$ cat src/rtl/uart_pkg.sv
// uart_pkg: state encodings, status-word layout and bit-timing constants
// shared by the UART receive path.
package uart_pkg;

    typedef enum logic [2:0] {
        WAIT_HIGH = 3'd0,
        IDLE      = 3'd1,
        START     = 3'd2,
        DATA      = 3'd3,
        STOP      = 3'd4
    } rx_state_t;

    localparam int VALID_BIT   = 8;
    localparam int OVERRUN_BIT = 9;
    localparam int FERR_BIT    = 10;

    localparam logic [3:0] MID_TICK  = 4'd7;
    localparam logic [3:0] LAST_TICK = 4'd15;

    function automatic logic [31:0] status_word(input logic [7:0] data,
                                                input logic       valid,
                                                input logic       overrun,
                                                input logic       ferr);
        logic [31:0] w;
        w              = 32'd0;
        w[7:0]         = data;
        w[VALID_BIT]   = valid;
        w[OVERRUN_BIT] = overrun;
        w[FERR_BIT]    = ferr;
        return w;
    endfunction

endpackage

$ cat src/rtl/uart_rx_fifo.sv
// uart_rx_fifo: small synchronous FIFO with wrap-bit pointers; a pop frees
// the slot a same-cycle push into a full FIFO then reuses.
module uart_rx_fifo #(
    parameter int DEPTH = 4,
    parameter int WIDTH = 8
) (
    input  logic             clk,
    input  logic             resetn,
    input  logic             push,
    input  logic             pop,
    input  logic [WIDTH-1:0] wdata,
    output logic             full,
    output logic             empty,
    output logic [WIDTH-1:0] head
);
    localparam int AW = $clog2(DEPTH);

    logic [AW:0]      wr_ptr_r;
    logic [AW:0]      rd_ptr_r;
    logic [WIDTH-1:0] mem_r [DEPTH];
    logic             do_push_s;
    logic             do_pop_s;

    assign empty     = (wr_ptr_r == rd_ptr_r);
    assign full      = (wr_ptr_r[AW] != rd_ptr_r[AW]) &&
                       (wr_ptr_r[AW-1:0] == rd_ptr_r[AW-1:0]);
    assign do_pop_s  = pop & ~empty;
    assign do_push_s = push & (~full | do_pop_s);
    assign head      = mem_r[rd_ptr_r[AW-1:0]];

    // Pointer update; reset empties the queue
    always_ff @(posedge clk or negedge resetn) begin
        if (!resetn) begin
            wr_ptr_r <= '0;
            rd_ptr_r <= '0;
        end else begin
            if (do_push_s) begin
                wr_ptr_r <= wr_ptr_r + {{AW{1'b0}}, 1'b1};
            end
            if (do_pop_s) begin
                rd_ptr_r <= rd_ptr_r + {{AW{1'b0}}, 1'b1};
            end
        end
    end

    // Storage write; contents are only visible through the pointers
    always_ff @(posedge clk) begin
        if (do_push_s) begin
            mem_r[wr_ptr_r[AW-1:0]] <= wdata;
        end
    end

endmodule

$ cat src/rtl/uart_rx.sv
// uart_rx: 8N1 serial receiver on the picorv32-style bus, sampling on a
// 16x baud reference and queueing bytes for the CPU to poll.
module uart_rx
    import uart_pkg::*;
#(
    parameter int FIFO_DEPTH = 4,
    parameter int OVERSAMPLE = 16
) (
    input  logic        clk,
    input  logic        resetn,
    input  logic        enable,
    input  logic        mem_valid,
    output logic        mem_ready,
    input  logic        mem_instr,
    input  logic [3:0]  mem_wstrb,
    input  logic [31:0] mem_wdata,
    input  logic [31:0] mem_addr,
    output logic [31:0] mem_rdata,
    input  logic        baudClock,
    input  logic        serialIn,
    output logic        probe
);
    typedef logic [$clog2(OVERSAMPLE)-1:0] tick_t;

    logic       rx_meta_r, rx_s;
    logic       baud_meta_r, baud_sync_r, baud_prev_r, tick_s;
    rx_state_t  state_r, state_n;
    tick_t      tick_cnt_r, tick_cnt_n;
    logic [2:0] bit_cnt_r, bit_cnt_n;
    logic [7:0] shifter_r, shifter_n;
    logic       push_s, ferr_set_s, pop_s, clear_s, ovr_set_s;
    logic       full_s, empty_s;
    logic [7:0] head_s;
    logic       overrun_r, frame_err_r, rdy_r, probe_r;
    logic       unused_s;

    assign unused_s = ^{mem_instr, mem_wdata, mem_addr};
    assign tick_s   = baud_sync_r & ~baud_prev_r;

    // Synchronizers for the serial line and baud reference, plus baud edge history
    always_ff @(posedge clk or negedge resetn) begin
        if (!resetn) begin
            rx_meta_r   <= 1'b1;
            rx_s        <= 1'b1;
            baud_meta_r <= 1'b0;
            baud_sync_r <= 1'b0;
            baud_prev_r <= 1'b0;
        end else begin
            rx_meta_r   <= serialIn;
            rx_s        <= rx_meta_r;
            baud_meta_r <= baudClock;
            baud_sync_r <= baud_meta_r;
            baud_prev_r <= baud_sync_r;
        end
    end

    // Receiver state register; probe is registered from the next state so it tracks state exactly
    always_ff @(posedge clk or negedge resetn) begin
        if (!resetn) begin
            state_r    <= IDLE;
            tick_cnt_r <= '0;
            bit_cnt_r  <= 3'd0;
            shifter_r  <= 8'd0;
            probe_r    <= 1'b0;
        end else begin
            state_r    <= state_n;
            tick_cnt_r <= tick_cnt_n;
            bit_cnt_r  <= bit_cnt_n;
            shifter_r  <= shifter_n;
            probe_r    <= (state_n != IDLE);
        end
    end

    // Next-state logic; everything moves only on a baud tick
    always_comb begin
        state_n    = state_r;
        tick_cnt_n = tick_cnt_r;
        bit_cnt_n  = bit_cnt_r;
        shifter_n  = shifter_r;
        push_s     = 1'b0;
        ferr_set_s = 1'b0;
        if (tick_s) begin
            case (state_r)
                WAIT_HIGH: begin
                    if (rx_s) state_n = IDLE;
                    else      state_n = WAIT_HIGH;
                end
                IDLE: begin
                    if (!rx_s) begin
                        state_n    = START;
                        tick_cnt_n = '0;
                    end else begin
                        state_n = IDLE;
                    end
                end
                START: begin
                    if (tick_cnt_r == tick_t'(MID_TICK)) begin
                        if (!rx_s) begin
                            state_n    = DATA;
                            tick_cnt_n = '0;
                            bit_cnt_n  = 3'd0;
                        end else begin
                            state_n = IDLE;
                        end
                    end else begin
                        tick_cnt_n = tick_cnt_r + tick_t'(1'b1);
                    end
                end
                DATA: begin
                    if (tick_cnt_r == tick_t'(LAST_TICK)) begin
                        shifter_n  = {rx_s, shifter_r[7:1]};
                        tick_cnt_n = '0;
                        if (bit_cnt_r == 3'd7) state_n = STOP;
                        else                   bit_cnt_n = bit_cnt_r + 3'd1;
                    end else begin
                        tick_cnt_n = tick_cnt_r + tick_t'(1'b1);
                    end
                end
                STOP: begin
                    if (tick_cnt_r == tick_t'(LAST_TICK)) begin
                        tick_cnt_n = '0;
                        if (rx_s) begin
                            push_s  = 1'b1;
                            state_n = IDLE;
                        end else begin
                            ferr_set_s = 1'b1;
                            state_n    = WAIT_HIGH;
                        end
                    end else begin
                        tick_cnt_n = tick_cnt_r + tick_t'(1'b1);
                    end
                end
                default: state_n = WAIT_HIGH;
            endcase
        end else begin
            state_n = state_r;
        end
    end

    uart_rx_fifo #(
        .DEPTH(FIFO_DEPTH),
        .WIDTH(8)
    ) u_fifo (
        .clk   (clk),
        .resetn(resetn),
        .push  (push_s),
        .pop   (pop_s),
        .wdata (shifter_r),
        .full  (full_s),
        .empty (empty_s),
        .head  (head_s)
    );

    assign pop_s     = rdy_r & (mem_wstrb == 4'd0);
    assign clear_s   = rdy_r & (mem_wstrb != 4'd0);
    assign ovr_set_s = push_s & full_s & ~pop_s;

    // Bus acknowledge and sticky error flags; a set beats a same-cycle clear
    always_ff @(posedge clk or negedge resetn) begin
        if (!resetn) begin
            rdy_r       <= 1'b0;
            overrun_r   <= 1'b0;
            frame_err_r <= 1'b0;
        end else begin
            rdy_r <= mem_valid & enable & ~rdy_r;
            if (ovr_set_s)    overrun_r <= 1'b1;
            else if (clear_s) overrun_r <= 1'b0;
            else              overrun_r <= overrun_r;
            if (ferr_set_s)   frame_err_r <= 1'b1;
            else if (clear_s) frame_err_r <= 1'b0;
            else              frame_err_r <= frame_err_r;
        end
    end

    // Read data drives zero when deselected so several slaves can be OR-ed
    always_comb begin
        mem_rdata = 32'd0;
        if (enable) begin
            mem_rdata = status_word(empty_s ? 8'd0 : head_s, ~empty_s, overrun_r, frame_err_r);
        end else begin
            mem_rdata = 32'd0;
        end
    end

    assign mem_ready = rdy_r & enable;
    assign probe     = probe_r;

endmodule

$ cat config.mk
export PLATFORM = sky130hd
export DESIGN_NAME = uart_rx
export DESIGN_NICKNAME = d
export VERILOG_FILES = /design/src/rtl/uart_pkg.sv /design/src/rtl/uart_rx_fifo.sv /design/src/rtl/uart_rx.sv
export SDC_FILE = /design/constraint.sdc
export NUM_CORES = 1
export LEC_CHECK = 0
export ABC_CLOCK_PERIOD_IN_PS = 2710
export CAP_MARGIN = 20
export CORE_MARGIN = 2
export CORE_UTILIZATION = 45
export CTS_BUF_LIST = sky130_fd_sc_hd__clkbuf_16
export CTS_CLUSTER_SIZE = 20
export DETAILED_ROUTE_END_ITERATION = 8
export GPL_ROUTABILITY_DRIVEN = 1
export PLACE_DENSITY = 0.8
export SLEW_MARGIN = 20
export SYNTH_ARGS = -nofsm -noshare
export SYNTH_HDL_FRONTEND = slang
export SYNTH_SLANG_ARGS = --single-unit
export TNS_END_PERCENT = 10
$ cat constraint.sdc
create_clock -name clk -period 2.71 [get_ports clk]
set_clock_uncertainty 0.15 [all_clocks]
set_input_delay 0.271 -clock clk [delete_from_list [all_inputs] [get_ports clk]]
set_output_delay 0.271 -clock clk [all_outputs]
set_load 0.01 [all_outputs]
==> key figures <==
Critical path
  • Critical Path RT: approximately 2300 ps
  • R2R setup slack: between 400 and 500 ps
  • Critical path peak fanout: 6
  • Critical path's slowest cell: mux4_2
  • Crit path from: u_fifo.rd_ptr_r[0]$_DFFE_PN0P_
  • CP Capture Type: primary output
  • Max stage delay on crit path: around 500 ps
  • Worst R2R Start: tick_cnt_r[0]$_DFFE_PN0P_
  • Critical Path, Cell by Cell: buf_4, mux4_2, and3_1, clkdlybuf4s50_1
  • Type of the worst setup path: reg -> out
  • Startpoint Class: flop
  • Worst EP arrival: ~2100 ps

GRT
  • GRT Overall Usage: between 10% and 20%
  • Grt ovf: 0
  • Number of global-route vias before repair: 1,742
  • First-pass GRT wire length: approximately 8600 um
  • Largest net degree at the start of global routing: 34
  • Initial antenna violation count: 0

Cells and area
  • Fillers: roughly 540
  • Share of cells above drive strength 1: a little under a fifth
  • NumNets Final: between 300 and 400
  • Final core utilization: 54.3%
  • FF+latch area: roughly 1800 um2
  • Most frequent cells in the layout: edfxtp_1 (32), dfrtp_1 (30), clkdlybuf4s50_1 (22)
  • Commonest non-fill, non-tap cell in the layout: edfxtp_1
  • Ant diodes: 0
  • Layout area overhead: 18.0%
  • Design Area, Final: roughly 3700 um2
  • Multi-input logic area: ~1200 um2

Routing
  • Routed WL: 5150 um
  • Antenna-violating nets left: 0
  • Via-per-instance ratio: roughly 5.4
  • DR iter-0 viols: 117
  • DRC viols: 0
  • Initial DRT Pass Iterations: 4
  • DR WL/cell: ~15 um
  • Via count: about 1,900

STA
  • Min Tclk post-route: around 2500 ps
  • Final hold violations: 0
  • Final setup fails: 0
  • Setup TNS: 0 ps
  • RSZ-0062 raised after global routing: no
  • Final Max Slew Viols: 0
  • Max Freq: approximately 400 MHz
  • Final worst-path cycle share: between 90% and 100%

Clock tree
  • Clk sink count: 65
  • Htree depth: 3
  • Hold_buf cts: 0
  • Post-CTS resize count: 0
  • Worst-Skew Late Latency: ~320 ps
  • Clock slew at reported path FFs: approximately 50 ps
  • Post-CTS setup buffers: 0
  • CTS Buf Count: 9
  • CTS root buffer: clkbuf_16
  • TritonCTS clock tree: built
  • Clk buf depth: 2

Floorplanning
  • Row Count: 30
  • I/O pins: 109
  • Die area: between 7000 and 8000 um2
  • Core area: approximately 6800 um2
  • Die X: ~87 um
  • Starting Density: a little under half
  • Die Ht: roughly 87 um

Placed design
  • Placer Congestion: 0.809
  • PortBufs: 22
  • Area after DPL: 3370 um2
  • DPL Wire Length: between 3000 and 4000 um

Power
  • Pleak: around 1.5 nW
  • Pwr Density: 688 nW/um2
  • Tot Pwr: ~2.5 mW
  • Peak VDD IR: 0.431 mV

Logic synthesis
  • Main synth FF type: edfxtp_1
  • Async S/R FF share, synth: 50.8%
  • Register area share after synthesis: 57.6%
  • Area leader, netlist: edfxtp_1
  • #FFs+latches synth: 65
  • Synthesized cell area: ~3100 um2
  • Top cell type's share of synthesized area: between 30% and 40%
  • Mean Syn Cell Area: roughly 14 um2
  • Post-Syn Instances: between 200 and 250
  • Synth area leaders: edfxtp_1 (31%), dfrtp_1 (24%), mux4_2 (5.8%)
  • Synth unique cells: 52
  • EDFF count, synth: 32
  • Synth warn: 0

Worst hold path
  • Hold Path Class: in -> async

Run status
  • Status: complete, no violations

Run
  • Max-Cap Viols: 0
==> Yosys cell counts (all sizes together), types with 2 or more instances <==
library cell	instances
dfstp	3
nor2	3
inv	7
and3	11
nor2b	4
nand3	5
and2b	2
mux2	11
o21ai	10
xor2	3
dfrtp	30
buf	27
ha	8
mux4	8
a31oi	2
nand2	12
and2	8
a21oi	7
xnor2	4
edfxtp	32
nand2b	3
a22o	4
nor3	4
a2bb2oi	2
nand4	3
==> logic make-up (layout without fill, tap and decap cells) <==
kind of cell | count (synthesis) | count (layout) | synth area share (%)
flip-flops | 65 | 65 | 57.6
AND/OR/NAND/NOR | 60 | 60 | 12.6
buffers and inverters | 35 | 54 | 7.36
AO/OA/AOI/OAI | 32 | 32 | 7.04
multiplexers | 19 | 19 | 9.90
adder cells (fa/ha/maj) | 8 | 8 | 3.22
XOR/XNOR | 7 | 7 | 2.21
other | 1 | 21 | 0.121
==> registers in the layout, summed over array words and instances, names as in the netlist <==
name             flops
baud_meta_r          1
baud_prev_r          1
baud_sync_r          1
bit_cnt_r            3
frame_err_r          1
overrun_r            1
probe                1
rdy_r                1
rx_meta_r            1
rx_s                 1
shifter_r            8
state_r              3
tick_cnt_r           4
u_fifo.mem_r        32
u_fifo.rd_ptr_r      3
u_fifo.wr_ptr_r      3
==> cell type report <==
cell class	count	share of cell area (%)
clock inverter	7	1.94
multi-input combinational	147	31.8
inverter	7	0.716
clock buffer	9	6.14
timing repair buffer	31	7.84
tap	80	2.73
sequential	65	48.8
==> worst max-delay path: cells and delay by family, from the launching register on <==
kind          cells  cell delay, ps
buf+inv           2             670
mux               1             500
flops             1             400
simple gates      1             190
==> report_power, final <==
group	leakage, nW	total (mW)	internal [mW]	switching [mW]
sequential	0.744	1.15	1.08	0.0687
combinational	0.661	0.271	0.122	0.149
clock	0.137	1.11	0.708	0.399
total	1.54	2.52	1.91	0.617
==> stage by stage <==
step                      setup WS, ps  std cells  hold WS, ps
after floorplan                    788        247         -175
final                              195        346          197
after detailed placement           316        330          195
after global placement             349        330          182
after global routing              87.1        346          210
after CTS                          109        346          195
==> layer usage <==
layer / track usage [%] / wire length (um) / vias up / share of wire (%)
met5: 0 / 0 / - / 0
met4: 7.97 / 129 / 0 / 2.5
met3: 3.98 / 252 / 13 / 4.9
met2: 24.3 / 2550 / 71 / 50
met1: 19.3 / 2220 / 910 / 43
li1: - / - / 862 / -
==> final timing paths <==
check | endpoint | cells after the start
min | probe$_DFF_PN0_ | 2
max reg2reg | u_fifo.mem_r[0][6]$_DFFE_PP_ | 5
max in group asynchronous | rx_s$_DFF_PN1_ | 2
max | mem_rdata[3] | 4
min reg2reg | baud_sync_r$_DFF_PN0_ | 0
min in group clk | baud_sync_r$_DFF_PN0_ | 0
(Power assumes the default switching activity.)
